<file path="src/rtl/mux_arb_2ch_32bit.sv">
// Two-requester burst arbiter driving the shared 2:1 datapath mux, with one registered output stage.
// Optional build macro MUX_ARB_FIXED_PRIO_EN: requester A always wins simultaneous requests.
module mux_arb_2ch_32bit #(
    parameter int DATA_WIDTH = 32,
    parameter int MAX_BURST  = 16
) (
    input  logic                  clk,
    input  logic                  rst_n,
    input  logic                  a_valid,
    input  logic [DATA_WIDTH-1:0] a_data,
    input  logic                  a_last,
    output logic                  a_ready,
    input  logic                  b_valid,
    input  logic [DATA_WIDTH-1:0] b_data,
    input  logic                  b_last,
    output logic                  b_ready,
    output logic                  o_valid,
    output logic [DATA_WIDTH-1:0] o_data,
    output logic                  o_last,
    input  logic                  o_ready,
    output logic                  sel,
    output logic                  busy
);

    localparam int CW = $clog2(MAX_BURST) + 1;

    typedef enum logic [1:0] {IDLE, GNT_A, GNT_B} state_t;

    state_t          state, state_nxt;
    logic            last_grant;    // 0 = A, 1 = B
    logic [CW-1:0]   beat_cnt;
    logic            out_free, a_acc, b_acc, acc, acc_last, cap_hit, rel, arb;
    logic            cand_a, cand_b, win_b;

    assign out_free = !o_valid || o_ready;
    assign a_acc    = a_valid && a_ready;
    assign b_acc    = b_valid && b_ready;
    assign acc      = a_acc || b_acc;
    assign acc_last = a_acc ? a_last : b_last;
    assign cap_hit  = (beat_cnt == CW'(MAX_BURST - 1));
    assign rel      = acc && (acc_last || cap_hit);
    assign arb      = (state == IDLE) || rel;

    // The releasing requester's valid belongs to the beat just consumed, so it
    // cannot re-win on its own release edge.
    assign cand_a = a_valid && (state != GNT_A);
    assign cand_b = b_valid && (state != GNT_B);

`ifdef MUX_ARB_FIXED_PRIO_EN
    assign win_b = cand_b && !cand_a;
`else
    assign win_b = cand_b && (!cand_a || !last_grant);
`endif

    // State register
    always_ff @(posedge clk or negedge rst_n) begin
        if (!rst_n) state <= IDLE;
        else        state <= state_nxt;
    end

    // Next-state logic
    always_comb begin
        state_nxt = state;
        case (state)
            IDLE, GNT_A, GNT_B: begin
                if (arb) begin
                    if (cand_a || cand_b) state_nxt = win_b ? GNT_B : GNT_A;
                    else                  state_nxt = IDLE;
                end
            end
            default: state_nxt = IDLE;
        endcase
    end

    // Output decode
    always_comb begin
        a_ready = 1'b0;
        b_ready = 1'b0;
        busy    = 1'b0;
        case (state)
            GNT_A: begin a_ready = out_free; busy = 1'b1; end
            GNT_B: begin b_ready = out_free; busy = 1'b1; end
            default: ;
        endcase
    end

    // Grant bookkeeping; sel holds its last grant through IDLE
    always_ff @(posedge clk or negedge rst_n) begin
        if (!rst_n) begin
            sel        <= 1'b0;
            last_grant <= 1'b1;
            beat_cnt   <= '0;
        end else begin
            if (state_nxt != IDLE) sel <= (state_nxt == GNT_B);
            if (rel)               last_grant <= (state == GNT_B);
            if (rel)               beat_cnt <= '0;
            else if (acc)          beat_cnt <= beat_cnt + CW'(1);
        end
    end

    // Registered output stage
    always_ff @(posedge clk or negedge rst_n) begin
        if (!rst_n) begin
            o_valid <= 1'b0;
            o_data  <= '0;
            o_last  <= 1'b0;
        end else if (acc) begin
            o_valid <= 1'b1;
            o_data  <= sel ? b_data : a_data;
            o_last  <= acc_last;
        end else if (o_ready) begin
            o_valid <= 1'b0;
        end
    end

endmodule

</file>
<file path="config.mk">
export PLATFORM = sky130hd
export DESIGN_NAME = mux_arb_2ch_32bit
export DESIGN_NICKNAME = d
export VERILOG_FILES = /design/src/rtl/mux_arb_2ch_32bit.sv
export SDC_FILE = /design/constraint.sdc
export NUM_CORES = 1
export LEC_CHECK = 0
export ABC_AREA = 1
export CORE_MARGIN = 2
export CORE_UTILIZATION = 40
export CTS_BUF_LIST = sky130_fd_sc_hd__clkbuf_8 sky130_fd_sc_hd__clkbuf_16
export DETAILED_ROUTE_END_ITERATION = 8
export GPL_TIMING_DRIVEN = 0
export HOLD_SLACK_MARGIN = 0.03
export PLACE_DENSITY = 0.8
export SYNTH_ARGS = -nofsm -noshare
export SYNTH_HDL_FRONTEND = slang
export SYNTH_SLANG_ARGS = --single-unit
</file>
<file path="constraint.sdc">
create_clock -name clk -period 4.2 [get_ports clk]
set_input_delay 1.05 -clock clk [delete_from_list [all_inputs] [get_ports clk]]
set_output_delay 1.05 -clock clk [all_outputs]
set_load 0.005 [all_outputs]
</file>
After elaboration in Yosys (flattened, before gate mapping):

Index checks and enable logic that the tools add are counted.
Widths: inputs -> output; s select.

* eq/ne operators: 6
* mux-type cells: 13
* add/sub/neg operators: 1
* reductions and logical operators: 21

Operators with widths (number)
* $mux 32: 1
* $mux 5: 2
* $mux 2: 4
* $logic_and 1x1->1: 6
* $logic_or 1x1->1: 6
* $mux 1: 6
* $reduce_bool 2->1: 3
* $add 5x1->5 const B: 1
* $eq 5x4->1 const B: 1
* $eq 2x2->1 const B: 2
* $logic_not 1->1: 3
* $reduce_or 3->1: 1
* $eq 2x1->1 const B: 1
* $logic_not 2->1: 1
* $ne 2x1->1 const B: 1
* $ne 2x2->1 const B: 1
* $reduce_or 2->1: 1

* input port bits: 71
* output and inout bits: 38
* register bits: 43

Longest topological paths before layout:

Gate-level depths: netlist of the first run.

* word-level depth: 11
* mapped depth: 11

Least setup slack after synthesis of the first run:

Ideal clock, no wire load.

* kind: in2out
* start point: input o_ready
* end point: output a_ready
* data arrival time: 1.222 ns
* slack: 1.928 ns
* required time: 3.150 ns
* stages: 2
* cells stage by stage: inv_2 > a21oi_1

* cells in the longest elaborated chain, start to end: 2

RTL lines
* start, declared: line 20 `input logic o_ready,`
* $logic_or 1x1->1: line 35 `assign out_free = !o_valid || o_ready;`
* $mux 1: line 80 `case (state)`
* end, declared: line 12 `output logic a_ready,`

No other way between the ends.

Worst setup path in the final report of the first run:

Ends and elaborated chain as after synthesis.

==> results.md, run 1 <==
- Status: finished clean
- CTS Hold Bufs: 0
- Post-DP HPWL: 4580 µm
- Placed cell area: 3350 µm²
- Peak VDD IR: 0.305 mV
- Yosys warns: 0
- Placed Cells: 438
- Crit end category: primary output
- Relative slew slack: 0.675
- Die H: 77.6 µm
- Chip Width: 77.6 µm
- FF+latch count, synth: 43
- Total GRT Usage: 0.215
- Vias after detailed routing: 2161
- Clock Latency Late Sink: 0.29 ns
- CTS tree: yes
- Syn_nets: 336
- Postcts setup bufs: 0
- Area growth from synthesis to layout: 60.1%
- Routed vias/inst: 4.85
- Max frequency: 304 MHz
- Nets: 452
- Leakage: 1.52 nW
- Routed WL: 5940 µm
- Pin count of the biggest net entering global routing: 28
- Synthesized area: 2170 µm²
- Pwr dens: 677 nW/µm²
- PostCTS Resize Cnt: 0
- DRC: 0
- Post-synth cell types: 25
- Fin crit share: 0.784
- # IOs: 109
- Post-route ant nets: 0
- RSZ-0062 raised after global routing: no
- Antenna violations before repair: 0
- Non-filler cells, final: 446
- Synth async-reset ratio: 1.00
- H-tree depth: 2
- Multi-input logic area: 926 µm²
- Number of max-cap violations: 0
- Layout cells sized above 1: 0.0851
- Slowest stage delay, CP: 0.53 ns
- I/O Buffers: 108
- Wire per inst: 13.3 µm
- FF-to-FF path depth: 7
- Grt ovf: 0
- Fill cells: 465
- Syn avg cell area: 8.36 µm²
- Endpoints failing setup: 0
- CTS sink cnt: 43
- Initial DRC Count: 67
- Die Area: 6020 µm²
- Clock Skew: 0.00183 ns
- Hold depth: 2
- Crit path max fanout: 3
- Clock slew seen by the registers of the worst setup and hold paths: 0.08 ns
- Design Area, Final: 3470 µm²
- CP Launch Type: input pin
- Cell repeated most along the worst path: clkdlybuf4s50_1
- Vias in the first global route: 2266
- Top_reg_cell synth: dfrtp_1
- Core Area: 5170 µm²
- Final Hold Viols: 0
- Worst path cell trace: clkdlybuf4s50_1, inv_2, a21oi_1, clkdlybuf4s50_1
- Row count: 26
- Final setup TNS: 0 ns
- CTS max path bufs: 2
- Clk root buf: clkbuf_8
- Final Power: 2.35 mW
- First-pass GRT wire length: 10200 µm
- CP Depth: 4
- Syn Inst Count: 259
- Worst Setup Path Type: in -> out
- Hold WC Path Type: reg -> reg
- Actual slew at the worst max-slew pin: 0.488 ns
- Final min period: 3.29 ns
- Drt pass-1 iters: 4
- Worst path slowest cell: clkdlybuf4s50_1
- Util after Layout: 0.670
- Starting Density: 0.419
- N_diodes: 0
- Sequential area share after synthesis: 0.497
- Worst EP required: 3.15 ns
- Max Slew Vio Count: 0
- Sequential cell area: 1080 µm²
- Final GP Congestion: 0.782
- WP data arrival: 2.24 ns
- EDFF count, synth: 0
- CTS Buf Count: 5
- CP delay by family, top: buffers and inverters
- Critical path buffer and inverter count: 3
path summary, 6_finish.rpt:
| path | end | from | slack [ns] |
|---|---|---|---|
| worst max-delay path | a_ready | o_ready | 0.91 |
| worst min-delay path | last_grant$_DFFE_PN1N_ | last_grant$_DFFE_PN1N_ | 0.50 |
| worst max register to register | o_data[27]$_DFFE_PN0P_ | state[1]$_DFF_PN0_ | 2.50 |
| worst min register to register | last_grant$_DFFE_PN1N_ | last_grant$_DFFE_PN1N_ | 0.50 |
| max in group asynchronous | last_grant$_DFFE_PN1N_ | rst_n | 2.97 |
| min in group asynchronous | o_data[22]$_DFFE_PN0P_ | rst_n | 0.67 |
power by group:
part | switching (mW) | internal, mW
Sequential | 0.117 | 0.626
Clock | 0.138 | 0.192
Combinational | 0.618 | 0.655
synth_stat cells (all sizes together), types with 2 or more instances:
library cell,n,area (µm²)
a21oi,6,41.3
a31oi,33,206
buf,10,80.1
clkbuf,5,18.8
dfrtp,42,1050
ha,6,75.1
inv,17,63.8
nand2,84,340
nand3,11,77.6
nand4,2,12.5
nor2,37,141
o21ai,3,15.0
layer usage:
metal,wire [µm],track usage,vias to the layer above
met5,0,0,-
met4,143,0.0875,0
met3,418,0.0709,12
met2,3010,0.383,75
met1,2370,0.234,995
li1,-,-,1079
layout by cell type (no fill, tap or decap):
cell	n
clkdlybuf4s50_1	107
nand2_1	80
dfrtp_1	42
nor2_1	36
a31oi_1	33
inv_1	16
nand3_1	8
ha_1	6
clkbuf_8	6
buf_6	5
buf_2	5
clkbuf_1	5
nand2_4	3
a21oi_2	3
a21oi_1	3
nand4_1	2
nand3_2	2
o21ai_1	2
inv_2	1
nand3_4	1
nand2_2	1
nor2_2	1
o211ai_1	1
buf_1	1
o21ai_0	1
xor2_1	1
bufinv_16	1
clkinv_2	1
dfstp_2	1
buf_12	1
flip-flops by register name, indices dropped and copies added, names as in the netlist:
signal and cells:
o_valid 1, beat_cnt 5, sel 1, last_grant 1
state 2, o_last 1, o_data 32
area by class of cell:
cell class | count | area share
buffer | 15 | 0.0285
clock buffer | 6 | 0.0238
clock inverter | 2 | 0.0101
inverter | 17 | 0.0184
multi-input combinational | 184 | 0.267
sequential | 43 | 0.311
tap | 70 | 0.0253
timing repair buffer | 109 | 0.316
logic make-up after synthesis:
logic type / share of synthesized area
flops: 0.497
xor+xnor: 0.00404
buf+inv: 0.0751
simple gates: 0.264
fa+ha+maj: 0.0347
compound gates: 0.125
worst reg2reg max path, cell delays in order (launching register included):
cell and delay, ns:
dfrtp_1 0.40, inv_1 0.11, ha_1 0.27, nand3_4 0.13
nand2_4 0.11, buf_6 0.15, buf_2 0.25, a31oi_1 0.14
per-stage QoR:
step,worst slack [ns],hold slack [ns]
after floorplan,1.93,0.466
after global placement,0.945,0.467
after detailed placement,0.906,0.490
after CTS,0.905,0.501
after global routing,0.880,0.550
final,0.905,0.500
(Power assumes the default switching activity.)
==> run 2, diff against run 1 <==
--- a/config.mk
+++ b/config.mk
@@ -7,12 +7,12 @@
 export LEC_CHECK = 0
 export ABC_AREA = 1
 export CORE_MARGIN = 2
-export CORE_UTILIZATION = 40
+export CORE_UTILIZATION = 36
 export CTS_BUF_LIST = sky130_fd_sc_hd__clkbuf_8 sky130_fd_sc_hd__clkbuf_16
 export DETAILED_ROUTE_END_ITERATION = 8
 export GPL_TIMING_DRIVEN = 0
 export HOLD_SLACK_MARGIN = 0.03
-export PLACE_DENSITY = 0.8
+export PLACE_DENSITY = 0.76
 export SYNTH_ARGS = -nofsm -noshare
 export SYNTH_HDL_FRONTEND = slang
 export SYNTH_SLANG_ARGS = --single-unit
==> constraint.sdc (replaced) <==
create_clock -name clk -period 3 [get_ports clk]
set_input_delay 0.75 -clock clk [delete_from_list [all_inputs] [get_ports clk]]
set_output_delay 0.75 -clock clk [all_outputs]
set_load 0.005 [all_outputs]
==> results.md, run 2 (synthesized netlist as in run 1, its figures left out) <==
- Postcts setup bufs: 0 (unchanged)
- Clock Latency Late Sink: 0.29 ns (about the same)
- Core Area: 5850 µm² (+13%)
- Final Hold Viols: 0 (unchanged)
- First-pass GRT wire length: 9290 µm (-9.2%)
- Routed WL: 5780 µm (-2.8%)
- # IOs: 109 (unchanged)
- Vias after detailed routing: 2147 (-0.65%)
- H-tree depth: 2 (unchanged)
- I/O Buffers: 108 (unchanged)
- Slowest stage delay, CP: 0.51 ns (-0.02 ns)
- Worst Setup Path Type: in -> out
- Number of max-cap violations: 0 (unchanged)
- Clk root buf: clkbuf_8
- Nets: 452 (unchanged)
- Worst EP required: 2.25 ns (-0.90 ns)
- Peak VDD IR: 0.398 mV (+31%)
- PostCTS Resize Cnt: 0 (unchanged)
- Endpoints failing setup: 0 (unchanged)
- Antenna violations before repair: 0 (unchanged)
- Status: finished clean
- Area growth from synthesis to layout: 58.9%
- CP Launch Type: input pin
- CTS Hold Bufs: 0 (unchanged)
- Die Area: 6650 µm² (+11%)
- CP delay by family, top: buffers and inverters
- Crit end category: primary output
- Clock Skew: 0.0102 ns (+0.00842 ns)
- Pin count of the biggest net entering global routing: 41 (+46%)
- Grt ovf: 0 (unchanged)
- Actual slew at the worst max-slew pin: 0.456 ns (-0.0317 ns)
- Initial DRC Count: 75 (+12%)
- Max Slew Vio Count: 0 (unchanged)
- CTS Buf Count: 5 (unchanged)
- Crit path max fanout: 3 (unchanged)
- CTS tree: yes
- Leakage: 1.50 nW (-1.0%)
- Critical path buffer and inverter count: 3 (unchanged)
- WP data arrival: 1.91 ns (-0.33 ns)
- Relative slew slack: 0.696 (+0.0211)
- Worst path slowest cell: clkdlybuf4s50_1
- Cell repeated most along the worst path: clkdlybuf4s50_1
- Worst path cell trace: clkdlybuf4s50_1, inv_2, a21oi_1, clkdlybuf4s50_1
- RSZ-0062 raised after global routing: no
- Routed vias/inst: 4.76 (-1.7%)
- Max frequency: 376 MHz
- Final min period: 2.66 ns
- Final setup TNS: 0 ns (unchanged)
- Setup WS pre-CTS: 0.326 ns (-0.580 ns)
- N_diodes: 0 (unchanged)
- CTS sink cnt: 43 (unchanged)
- Row count: 28 (+7.7%)
- Largest register FFs: 32 (unchanged)
- Hold WC Path Type: in -> async
- Biggest register: o_data
- CTS max path bufs: 2 (unchanged)
- Clock slew seen by the registers of the worst setup and hold paths: 0.08 ns (about the same)
- Drt pass-1 iters: 4 (unchanged)
- Largest regs: o_data: 32 flops, beat_cnt: 5 flops, state: 2 flops
- Layout cells sized above 1: 0.0824 (-0.00266)
- Die H: 81.6 µm (+5.1%)
- Wire per inst: 12.8 µm (-3.9%)
- Post-DP HPWL: 4430 µm (-3.2%)
- Total GRT Usage: 0.182 (-0.0334)
- Chip Width: 81.6 µm (+5.1%)
- Pwr dens: 917 nW/µm² (+36%)
- Final GP Congestion: 0.785 (+0.31%)
- Starting Density: 0.370 (-0.0485)
- Fin crit share: 0.887
- Most frequent cells in the layout: clkdlybuf4s50_1 (107), nand2_1 (80), dfrtp_1 (42)
- Post-route ant nets: 0 (unchanged)
- Commonest non-fill, non-tap cell in the layout: clkdlybuf4s50_1
- DRC: 0 (unchanged)
- Final WS setup: 0.338 ns (-0.567 ns)
- Vias in the first global route: 2101 (-7.3%)
run 2: cell count changes in the layout (fill, tap and decap cells not counted), sizes merged:
| cell | previous run | this run |
|---|---|---|
| bufinv | 1 | 0 |
| clkbuf | 11 | 10 |
| clkinvlp | 0 | 1 |
| inv | 17 | 18 |
run 2: cell type report:
cell class              instances  area, µm²
plain buffers                  15       98.8
clock buffers                   5       68.8
clock inverters                 3       16.3
fillers                       540       2410
inverters                      17       63.8
multi-input cells             184        926
flip-flops and latches         43       1080
well taps                      75       93.8
repair buffers                109       1100
run 2: stage by stage:
step           hold slack [ns]  total power [mW]  utilization  std cells  area [µm²]
2_1_floorplan            0.454              1.96            -        259        2170
3_3_place_gp             0.471              2.78        0.571        442        3340
3_5_place_dp             0.472              2.84        0.574        443        3360
4_1_cts                  0.254              3.20        0.588        451        3440
5_1_grt                  0.246              3.45        0.588        451        3440
6_report                 0.257              3.16        0.588        451        3440
run 2: where the power goes:
part	internal (mW)	leakage [nW]	switching, mW	total (mW)
registers	0.877	0.494	0.161	1.04
logic	0.917	0.961	0.846	1.76
clock network	0.159	0.0453	0.196	0.356
run 2: final timing paths:
kind | slack, ns | cells after the start | start | to
min | 0.26 | 1 | rst_n | o_valid$_DFFE_PN0P_
max in group asynchronous | 2.27 | 2 | rst_n | last_grant$_DFFE_PN1N_
min reg2reg | 0.50 | 2 | o_last$_DFFE_PN0P_ | o_last$_DFFE_PN0P_
max reg2reg | 1.34 | 7 | state[1]$_DFF_PN0_ | o_data[25]$_DFFE_PN0P_
min in group clk | 0.50 | 2 | o_last$_DFFE_PN0P_ | o_last$_DFFE_PN0P_
max | 0.34 | 4 | o_ready | a_ready
run 2: per-layer routing:
layer / share of wire / up-vias / global-route usage
met5: 0 / - / 0
met4: 0.0097 / 0 / 0.0627
met3: 0.078 / 6 / 0.0582
met2: 0.50 / 66 / 0.320
met1: 0.41 / 994 / 0.208
li1: - / 1081 / -
==> run 3, diff against run 2 <==
--- a/config.mk
+++ b/config.mk
@@ -13,6 +13,7 @@
 export GPL_TIMING_DRIVEN = 0
 export HOLD_SLACK_MARGIN = 0.03
 export PLACE_DENSITY = 0.76
+export REMOVE_ABC_BUFFERS = 1
 export SYNTH_ARGS = -nofsm -noshare
 export SYNTH_HDL_FRONTEND = slang
 export SYNTH_SLANG_ARGS = --single-unit
==> results.md, run 3 (synthesized netlist as in run 1, its figures left out) <==
- Crit path max fanout: 34 (+31)
- Row count: 28 (unchanged)
- Worst R2R Start: sel$_DFFE_PN0P_
- Post-DP HPWL: 3940 µm (-11%)
- Die H: 81.6 µm (unchanged)
- WHS: 0.359 ns (+0.103 ns)
- Critical path buffer and inverter count: 1 (-2)
- Post-route ant nets: 0 (unchanged)
- Final min period: 2.83 ns (+0.165 ns)
- Worst EP required: 2.25 ns (about the same)
- Status: finished clean
- Wire per inst: 12.5 µm (-2.6%)
- Grt ovf: 0 (unchanged)
- Drt pass-1 iters: 4 (unchanged)
- Sequential cell area: 1080 µm² (unchanged)
- FF-to-FF path depth: 3 (-4)
- Die Area: 6650 µm² (unchanged)
- N_diodes: 0 (unchanged)
- Total GRT Usage: 0.170 (-0.0120)
- Max Slew Vio Count: 0 (unchanged)
- Slowest stage delay, CP: 1.09 ns (+0.58 ns)
- CTS sink cnt: 43 (unchanged)
- Crit end category: primary output
- CP delay by family, top: flip-flops
- Peak VDD IR: 0.547 mV (+37%)
- Multi-input logic area: 926 µm² (unchanged)
- Endpoints failing setup: 0 (unchanged)
- Actual slew at the worst max-slew pin: 1.13 ns (+0.671 ns)
- Pwr dens: 934 nW/µm² (+1.9%)
- Most frequent cells in the layout: clkdlybuf4s50_1 (107), nand2_1 (80), dfrtp_1 (42)
- Internal reg-to-reg setup slack: 0.54 ns (-0.80 ns)
- Util after Layout: 0.577 (-0.0113)
- Worst path slowest cell: dfrtp_1
- Number of max-cap violations: 0 (unchanged)
- H-tree depth: 2 (unchanged)
- Most used routing layer: met2
- Fill cells: 560 (+3.7%)
- GR Util met1: 0.194 (-0.0134)
- Worst Setup SP: sel$_DFFE_PN0P_
- Worst Setup Path Type: reg -> out
- Pin count of the biggest net entering global routing: 77 (+88%)
- Clk root buf: clkbuf_8
- Largest register FFs: 32 (unchanged)
- WP data arrival: 2.08 ns (+0.17 ns)
- CTS max path bufs: 2 (unchanged)
- Max frequency: 354 MHz (-5.8%)
- Routed WL: 5440 µm (-5.9%)
- Non-filler cells, final: 436 (-3.3%)
- Worst path cell trace: clkdlybuf4s50_1
- Relative slew slack: 0.248 (-0.447)
- Leakage: 1.46 nW (-2.7%)
- Placed Cells: 428 (-3.4%)
- CTS tree: yes
- PostCTS Resize Cnt: 0 (unchanged)
- Final WS setup: 0.173 ns (-0.165 ns)
- CP Launch Type: register
- Chip Width: 81.6 µm (unchanged)
- Area growth from synthesis to layout: 55.8%
- Vias in the first global route: 1965 (-6.5%)
- I/O Buffers: 108 (unchanged)
- Antenna violations before repair: 0 (unchanged)
- Commonest non-fill, non-tap cell in the layout: clkdlybuf4s50_1
- Clock slew seen by the registers of the worst setup and hold paths: 0.08 ns (about the same)
- Core Area: 5850 µm² (unchanged)
- CTS Buf Count: 5 (unchanged)
- RSZ-0062 raised after global routing: no
- Layout cells sized above 1: 0.0637 (-0.0187)
- Vias after detailed routing: 2047 (-4.7%)
- Setup WS pre-CTS: 0.217 ns (-0.109 ns)
- R2r endpoint: o_data[18]$_DFFE_PN0P_
- Starting Density: 0.370 (unchanged)
- Routed vias/inst: 4.69 (-1.4%)
- CTS Hold Bufs: 0 (unchanged)
- DRC: 0 (unchanged)
- Fin crit share: 0.942 (+0.0550)
- Initial DRC Count: 62 (-17%)
- # IOs: 109 (unchanged)
- Clock Latency Late Sink: 0.29 ns (about the same)
- Nets: 437 (-3.3%)
- Postcts setup bufs: 0 (unchanged)
- Clock Skew: 0.00372 ns (-0.00653 ns)
- Biggest register: o_data
- First-pass GRT wire length: 8670 µm (-6.7%)
- M3 GR Usage: 0.0714 (+0.0132)
- M2 GR Usage: 0.289 (-0.0303)
- Largest regs: o_data: 32 flops, beat_cnt: 5 flops, state: 2 flops
- Final Hold Viols: 0 (unchanged)
- Hold WC Path Type: in -> async
- Final GP Congestion: 0.735 (-6.3%)
==> run 3: changes by cell type in the layout (fill, tap and decap cells not counted), sizes merged <==
| cell | change |
|---|---|
| buf | -10 |
| inv | -1 |
| clkinvlp | -1 |
| bufinv | +1 |
| clkbuf | -4 |
==> run 3: cell type report <==
type,count,share of cell area
Multi-Input combinational cell,184,0.274
Inverter,17,0.0189
Sequential cell,43,0.319
Clock buffer,6,0.0245
Timing Repair Buffer,109,0.325
Clock inverter,2,0.0104
Tap cell,75,0.0278
==> run 3: worst max-delay path by stage <==
| stage | cells after the start | slack (ns) | to |
|---|---|---|---|
| 6_report | 1 | 0.17 | sel |
| 5_1_grt | 1 | 0.04 | sel |
| 4_1_cts | 1 | 0.13 | sel |
| 3_5_place_dp | 10 | 0.22 | sel$_DFFE_PN0P_ |
| 3_3_place_gp | 1 | -0.03 | o_data[11]$_DFFE_PN0P_ |
| 2_1_floorplan | 9 | 1.03 | sel$_DFFE_PN0P_ |
==> run 3: layer usage <==
layer / vias to the layer above / wire [µm]
li1: 1047 / -
met3: 6 / 504
met5: - / 0
met2: 70 / 2570
met1: 924 / 2300
met4: 0 / 65
==> run 3: stage by stage <==
stage                     setup TNS (ns)  cell area, µm²  power (mW)
after global routing                   0            3370        3.44
after floorplan                        0            2070        1.85
after global placement             -1.13            3240        2.67
final                                  0            3370        3.15
after detailed placement               0            3260        2.72
after CTS                              0            3370        3.20
==> run 3: where the power goes <==
group          internal, mW  switching, mW  total, mW
Sequential            0.876          0.225       1.10
Combinational         0.841          0.739       1.58
Clock                 0.270          0.203      0.473
Total                  1.99           1.17       3.15
